`config.mk`:
```
export PLATFORM = sky130hd
export DESIGN_NAME = systolic_feeder
export DESIGN_NICKNAME = d
export VERILOG_FILES = /design/src/rtl/systolic_feeder_pkg.sv /design/src/rtl/systolic_skew_lane.sv /design/src/rtl/systolic_feeder.sv
export SDC_FILE = /design/constraint.sdc
export NUM_CORES = 2
export LEC_CHECK = 0
export BUFFER_PORTS_ARGS = -buffer_cell sky130_fd_sc_hd__buf_2
export CAP_MARGIN = 30
export CELL_PAD_IN_SITES_DETAIL_PLACEMENT = 0
export CELL_PAD_IN_SITES_GLOBAL_PLACEMENT = 1
export CORE_UTILIZATION = 28
export CTS_CLUSTER_SIZE = 28
export DETAILED_ROUTE_END_ITERATION = 8
export PLACE_DENSITY_LB_ADDON = 0.1
export SLEW_MARGIN = 20
export SYNTH_ARGS = -nofsm -noshare
export SYNTH_HDL_FRONTEND = slang
export SYNTH_SLANG_ARGS = --single-unit
export TNS_END_PERCENT = 50
```
`constraint.sdc`:
```
create_clock -name i_clk -period 3.19 [get_ports i_clk]
set_clock_uncertainty 0.2 [all_clocks]
set_input_delay 0.638 -clock i_clk [delete_from_list [all_inputs] [get_ports i_clk]]
set_output_delay 0.638 -clock i_clk [all_outputs]
set_load 0.02 [all_outputs]
```
`src/rtl/systolic_feeder_pkg.sv`:
```
// systolic_feeder_pkg: shared state encoding and skew-window helpers for the systolic feeder
package systolic_feeder_pkg;
  typedef enum logic [2:0] {IDLE, SYNC, FEED, DRAIN, DONE} state_t;
  function automatic int feed_len(input int n);
    return 2 * n - 1;
  endfunction
  function automatic int drain_len(input int n, input int pe_lat);
    return n - 1 + pe_lat;
  endfunction
  function automatic int flat_idx(input int r, input int c, input int n);
    return r * n + c;
  endfunction
endpackage

```
`src/rtl/systolic_skew_lane.sv`:
```
// systolic_skew_lane: picks element t-LANE of a row/column vector, zero outside the lane window
module systolic_skew_lane #(
  parameter int W    = 32,
  parameter int N    = 3,
  parameter int TW   = 4,
  parameter int LANE = 0
) (
  input  logic [W*N-1:0] vec,
  input  logic [TW-1:0]  t,
  output logic [W-1:0]   elem
);
  always_comb begin
    elem = '0;
    for (int k = 0; k < N; k++)
      if (int'(t) == k + LANE) elem = vec[k*W +: W];
  end
endmodule

```
`src/rtl/systolic_feeder.sv`:
```
// systolic_feeder: latches A/B operands and streams them skewed into a systolic array
module systolic_feeder
  import systolic_feeder_pkg::*;
#(
  parameter int W      = 32,
  parameter int N      = 3,
  parameter int PE_LAT = 1
) (
  input  logic             i_clk,
  input  logic             i_rst,
  input  logic             i_start,
  input  logic             i_mode,
  input  logic             i_stall,
  input  logic [W*N*N-1:0] i_A_mat,
  input  logic [W*N*N-1:0] i_B_mat,
  output logic             o_ready,
  output logic             o_busy,
  output logic             o_en,
  output logic             o_sync,
  output logic             o_mode,
  output logic [W*N-1:0]   o_A,
  output logic [W*N-1:0]   o_B,
  output logic             o_done
);
  localparam int FEED_LEN  = feed_len(N);
  localparam int DRAIN_LEN = drain_len(N, PE_LAT);
  localparam int TW        = $clog2(3 * N + PE_LAT);
  state_t state, state_nxt;
  logic [TW-1:0] t, t_nxt;
  logic [W*N*N-1:0] a_q, b_q;
  logic [W*N-1:0] a_lanes, b_lanes, a_d, b_d;
  logic accept, hold, ready_d, busy_d, en_d, sync_d, done_d;
  assign accept = i_start && o_ready;
  // lanes are computed from the next t so the registered outputs line up with the state they belong to
  for (genvar i = 0; i < N; i++) begin : g_lane
    logic [W*N-1:0] col;
    for (genvar k = 0; k < N; k++) begin : g_col
      assign col[k*W +: W] = b_q[flat_idx(k, i, N)*W +: W];
    end
    systolic_skew_lane #(.W(W), .N(N), .TW(TW), .LANE(i)) u_a (
      .vec (a_q[flat_idx(i, 0, N)*W +: W*N]),
      .t   (t_nxt),
      .elem(a_lanes[i*W +: W])
    );
    systolic_skew_lane #(.W(W), .N(N), .TW(TW), .LANE(i)) u_b (
      .vec (col),
      .t   (t_nxt),
      .elem(b_lanes[i*W +: W])
    );
  end
  always_ff @(posedge i_clk) begin
    if (i_rst) begin
      state <= IDLE;
      t     <= '0;
    end else begin
      state <= state_nxt;
      t     <= t_nxt;
    end
  end
  always_comb begin
    state_nxt = state;
    t_nxt     = t;
    case (state)
      IDLE:  if (accept) begin
        state_nxt = SYNC;
        t_nxt     = '0;
      end
      SYNC:  begin
        state_nxt = FEED;
        t_nxt     = '0;
      end
      FEED:  if (!i_stall) begin
        state_nxt = (t == TW'(FEED_LEN - 1)) ? DRAIN : FEED;
        t_nxt     = (t == TW'(FEED_LEN - 1)) ? '0 : t + TW'(1);
      end
      DRAIN: if (!i_stall) begin
        state_nxt = (t == TW'(DRAIN_LEN - 1)) ? DONE : DRAIN;
        t_nxt     = (t == TW'(DRAIN_LEN - 1)) ? '0 : t + TW'(1);
      end
      DONE:  state_nxt = IDLE;
      default: state_nxt = IDLE;
    endcase
  end
  always_comb begin
    hold    = i_stall && (state == FEED || state == DRAIN);
    ready_d = state_nxt == IDLE;
    busy_d  = state_nxt == SYNC || state_nxt == FEED || state_nxt == DRAIN;
    en_d    = (state_nxt == FEED || state_nxt == DRAIN) && !hold;
    sync_d  = state_nxt == SYNC;
    done_d  = state_nxt == DONE;
    a_d     = hold ? o_A : (state_nxt == FEED ? a_lanes : '0);
    b_d     = hold ? o_B : (state_nxt == FEED ? b_lanes : '0);
  end
  always_ff @(posedge i_clk) begin
    if (i_rst) begin
      o_ready <= 1'b1;
      o_busy  <= 1'b0;
      o_en    <= 1'b0;
      o_sync  <= 1'b0;
      o_done  <= 1'b0;
      o_mode  <= 1'b0;
      o_A     <= '0;
      o_B     <= '0;
      a_q     <= '0;
      b_q     <= '0;
    end else begin
      o_ready <= ready_d;
      o_busy  <= busy_d;
      o_en    <= en_d;
      o_sync  <= sync_d;
      o_done  <= done_d;
      o_A     <= a_d;
      o_B     <= b_d;
      if (accept) begin
        o_mode <= i_mode;
        a_q    <= i_A_mat;
        b_q    <= i_B_mat;
      end
    end
  end
endmodule

```
==> results.tsv <==
metric	value	unit
status	finished, final reports clean	
synth.area.mux_share	2.11	%
worst_ir_drop_vdd	0.352	mV
netlist_area	30400	um^2
synth_simple_gate_area_share	19.6	%
fill_cells	11200	
io_buffers	778	
clock_path_buffers	3	
syn_inst	3818	
min_period_over_period	96.4	%
register_area	15600	um^2
grt_start_max_net_pins	189	
start_util	28.3	%
critPathLaunchType	register	
maxSlewViolCount	0	
wirelength	126000	um
syn_to_final_growth	44.6	%
synthAdderAreaFrac	0.124	%
synth_fp_nets	4402	
yosysSeqAreaShare	51.5	%
crit_type	reg -> reg	
place_ws	0.0798	ns
synth_top_family_by_area	compound AO/OA/AOI/OAI gates	
r2r_cells	9	
stdcell_area	43900	um^2
synth_edf_count	0	
vias	30300	
clkTransAtPathRegs	0.06	ns
io_pins	779	
total_power	24.5	mW
async_reset_ff_share	0	%
hold_violations	0	
p_leak	17.6	nW
rsz0062_at_grt	no	
core	107000	um^2
dr.pass1.iters	5	
via_per_inst	4.72	
cp_max_fo	64	
drtAntennaViolNets	0	
setup-tns-final	0	ns
grt-ovfl-total	0	
antenna_found_initial	27	
row_count	120	
die_h	331	um
critPathBufInv	3	
cpPeakStageDelay	0.52	ns
worstHoldEndpoint	b_q[204]$_SDFFE_PP0P_	
cp_slowest_cell	or4_1	
r2r_start	t[0]$_SDFF_PP0_	
cts_tree	done	
grt_pass1_wl	189000	um
root_buffer	clkbuf_16	
hold_start	i_B_mat[204]	
fin_crit	3.07	ns
yosys_warnings	0	
yosys.cell_types.count	50	
post_cts_buffers	0	
place.gp.congestion	0.784	
clk-insertion-delay-late	0.68	ns
multiInputGateArea	13100	um^2
grt_pass1_vias	30200	
powerDensity	558	nW/um^2
worst_slew_pin_slew	1.08	ns
fmax	0.325	GHz
ff2ff_setup_slack	0.12	ns
synth_compound_area_share	21.1	%
synth-seq-cells	781	
post_dp_cell_area	35700	um^2
hold_depth	3	
setup_viol	0	
crit_family	simple AND/OR/NAND/NOR gates	
drcViolationCount	0	
fin_nets	5515	
hpwl	82700	um
end_kind	register	
track_usage	22.3	%
drive_above_1_share	21.7	%
holdWs	0.0434	ns
drt_first_iter_violations	1641	
clock_sinks	781	
max_cap_violations	0	
avgSynthCellArea	7.95	um^2
htreeDepth	3	
synth_ff_type	dfxtp_1	
setup_slack	0.115	ns
yosys.area_share.xor_xnor	0	%
required	3.57	ns
hp-class	in -> reg	
r2r_end	o_B[89]$_SDFFE_PP0N_	
worstPathArrival	3.45	ns
crit_chain	inv_1 -> ha_1 -> nor4bb_2 -> buf_4 -> or4_1 -> a41oi_1 -> nand4b_1 -> buf_12 -> o221ai_2	
max_slew_margin	28.3	%
die_x	331	um
routedWlPerCell	19.6	um
dieArea	110000	um^2
cts_buffers	92	
Yosys cell counts (3+ instances only):
| cell type | instances | area [um^2] |
|---|---|---|
| nor2b_1 | 5 | 31.3 |
| buf_6 | 7 | 78.8 |
| a21oi_1 | 709 | 3550 |
| nor3_1 | 66 | 330 |
| o221ai_2 | 60 | 901 |
| dfxtp_1 | 781 | 15600 |
| buf_1 | 15 | 56.3 |
| buf_4 | 24 | 180 |
| o221ai_1 | 5 | 43.8 |
| nor2_1 | 75 | 282 |
| ha_1 | 3 | 37.5 |
| nand2_1 | 1351 | 5070 |
| clkbuf_1 | 238 | 893 |
| mux2i_1 | 64 | 641 |
| nor3b_1 | 3 | 22.5 |
| and2_1 | 3 | 18.8 |
| inv_1 | 68 | 255 |
| buf_2 | 40 | 200 |
| o31ai_1 | 192 | 1440 |
| o21ai_0 | 68 | 340 |
tightest hold or removal path, delay by kind of cell:
family / cells / cell delay [ns]
simple gates: 1 / 0.05
buf+inv: 1 / 0.11
compound gates: 1 / 0.05
cells in the final DEF (no fill, tap or decap), types with 4 or more instances in the layout:
cell | Yosys | final
inv_1 | 68 | 68
o221ai_2 | 60 | 60
o21ai_0 | 68 | 68
bufinv_16 | 0 | 7
buf_2 | 40 | 777
a21oi_1 | 709 | 709
o31ai_1 | 192 | 192
mux2i_1 | 64 | 64
clkbuf_1 | 238 | 13
nor3_1 | 66 | 66
o221ai_1 | 5 | 4
clkinv_2 | 0 | 17
clkbuf_16 | 0 | 92
dfxtp_1 | 781 | 780
dlygate4sd3_1 | 0 | 492
diode_2 | 0 | 16
nand2_1 | 1351 | 1349
nor2_1 | 75 | 73
buf_12 | 0 | 42
buf_4 | 24 | 33
nor2b_1 | 5 | 5
clkbuf_8 | 0 | 28
timing repair:
action,in CTS,in global routing
endpoints found under the hold margin,492,0
resized for setup,0,2
hold buffers,492,0
endpoints found under the setup margin,0,140
area by class of cell:
type,instances,area share [%]
clock buffers,133,6.23
repair buffers,1346,22.6
diodes,16,0.0912
well taps,1403,4.00
flip-flops and latches,781,35.6
clock inverters,35,0.989
multi-input cells,2642,29.9
inverters,68,0.581
worst max-delay path by stage:
| stage | endpoint | cells after the start | from | slack [ns] |
|---|---|---|---|---|
| after global placement | o_A[60]$_SDFFE_PP0N_ | 8 | t[0]$_SDFF_PP0_ | 0.16 |
| final | o_B[89]$_SDFFE_PP0N_ | 9 | t[0]$_SDFF_PP0_ | 0.12 |
| after CTS | o_A[27]$_SDFFE_PP0N_ | 8 | t[0]$_SDFF_PP0_ | 0.08 |
| after global routing | o_A[27]$_SDFFE_PP0N_ | 8 | t[0]$_SDFF_PP0_ | 0.02 |
| after detailed placement | o_A[56]$_SDFFE_PP0N_ | 8 | t[0]$_SDFF_PP0_ | 0.08 |
| after floorplan | o_B[85]$_SDFFE_PP0N_ | 10 | t[0]$_SDFF_PP0_ | 0.64 |
cell families after synthesis:
kind of cell    Yosys count
compound gates         1049
fa+ha+maj                 3
buf+inv                 395
flops                   781
mux                      64
simple gates           1526
state kept, by name, indices dropped and copies added, names as in the netlist:
name / flops
a_q: 288
b_q: 288
o_A: 96
o_B: 96
t: 4
state: 3
o_busy: 1
o_done: 1
o_en: 1
o_mode: 1
o_ready: 1
o_sync: 1
per-stage QoR:
| stage | utilization, % | instances |
|---|---|---|
| 2_1_floorplan | - | 3818 |
| 3_3_place_gp | 33.3 | 5747 |
| 3_5_place_dp | 33.3 | 5747 |
| 4_1_cts | 40.8 | 6407 |
| 5_1_grt | 40.9 | 6419 |
| 6_report | 40.9 | 6424 |
report_power, final:
| part | internal (mW) | switching, mW |
|---|---|---|
| clock network | 6.54 | 4.47 |
| registers | 10.3 | 0.267 |
| logic | 1.27 | 1.68 |
| total | 18.1 | 6.41 |
metal layers:
metal | routed length (um) | global-route usage (%)
met1 | 54400 | 27.6
met2 | 60000 | 37.5
met3 | 6860 | 5.16
met4 | 4520 | 8.12
met5 | 120 | 0
Power figures use the tool's default switching activity.
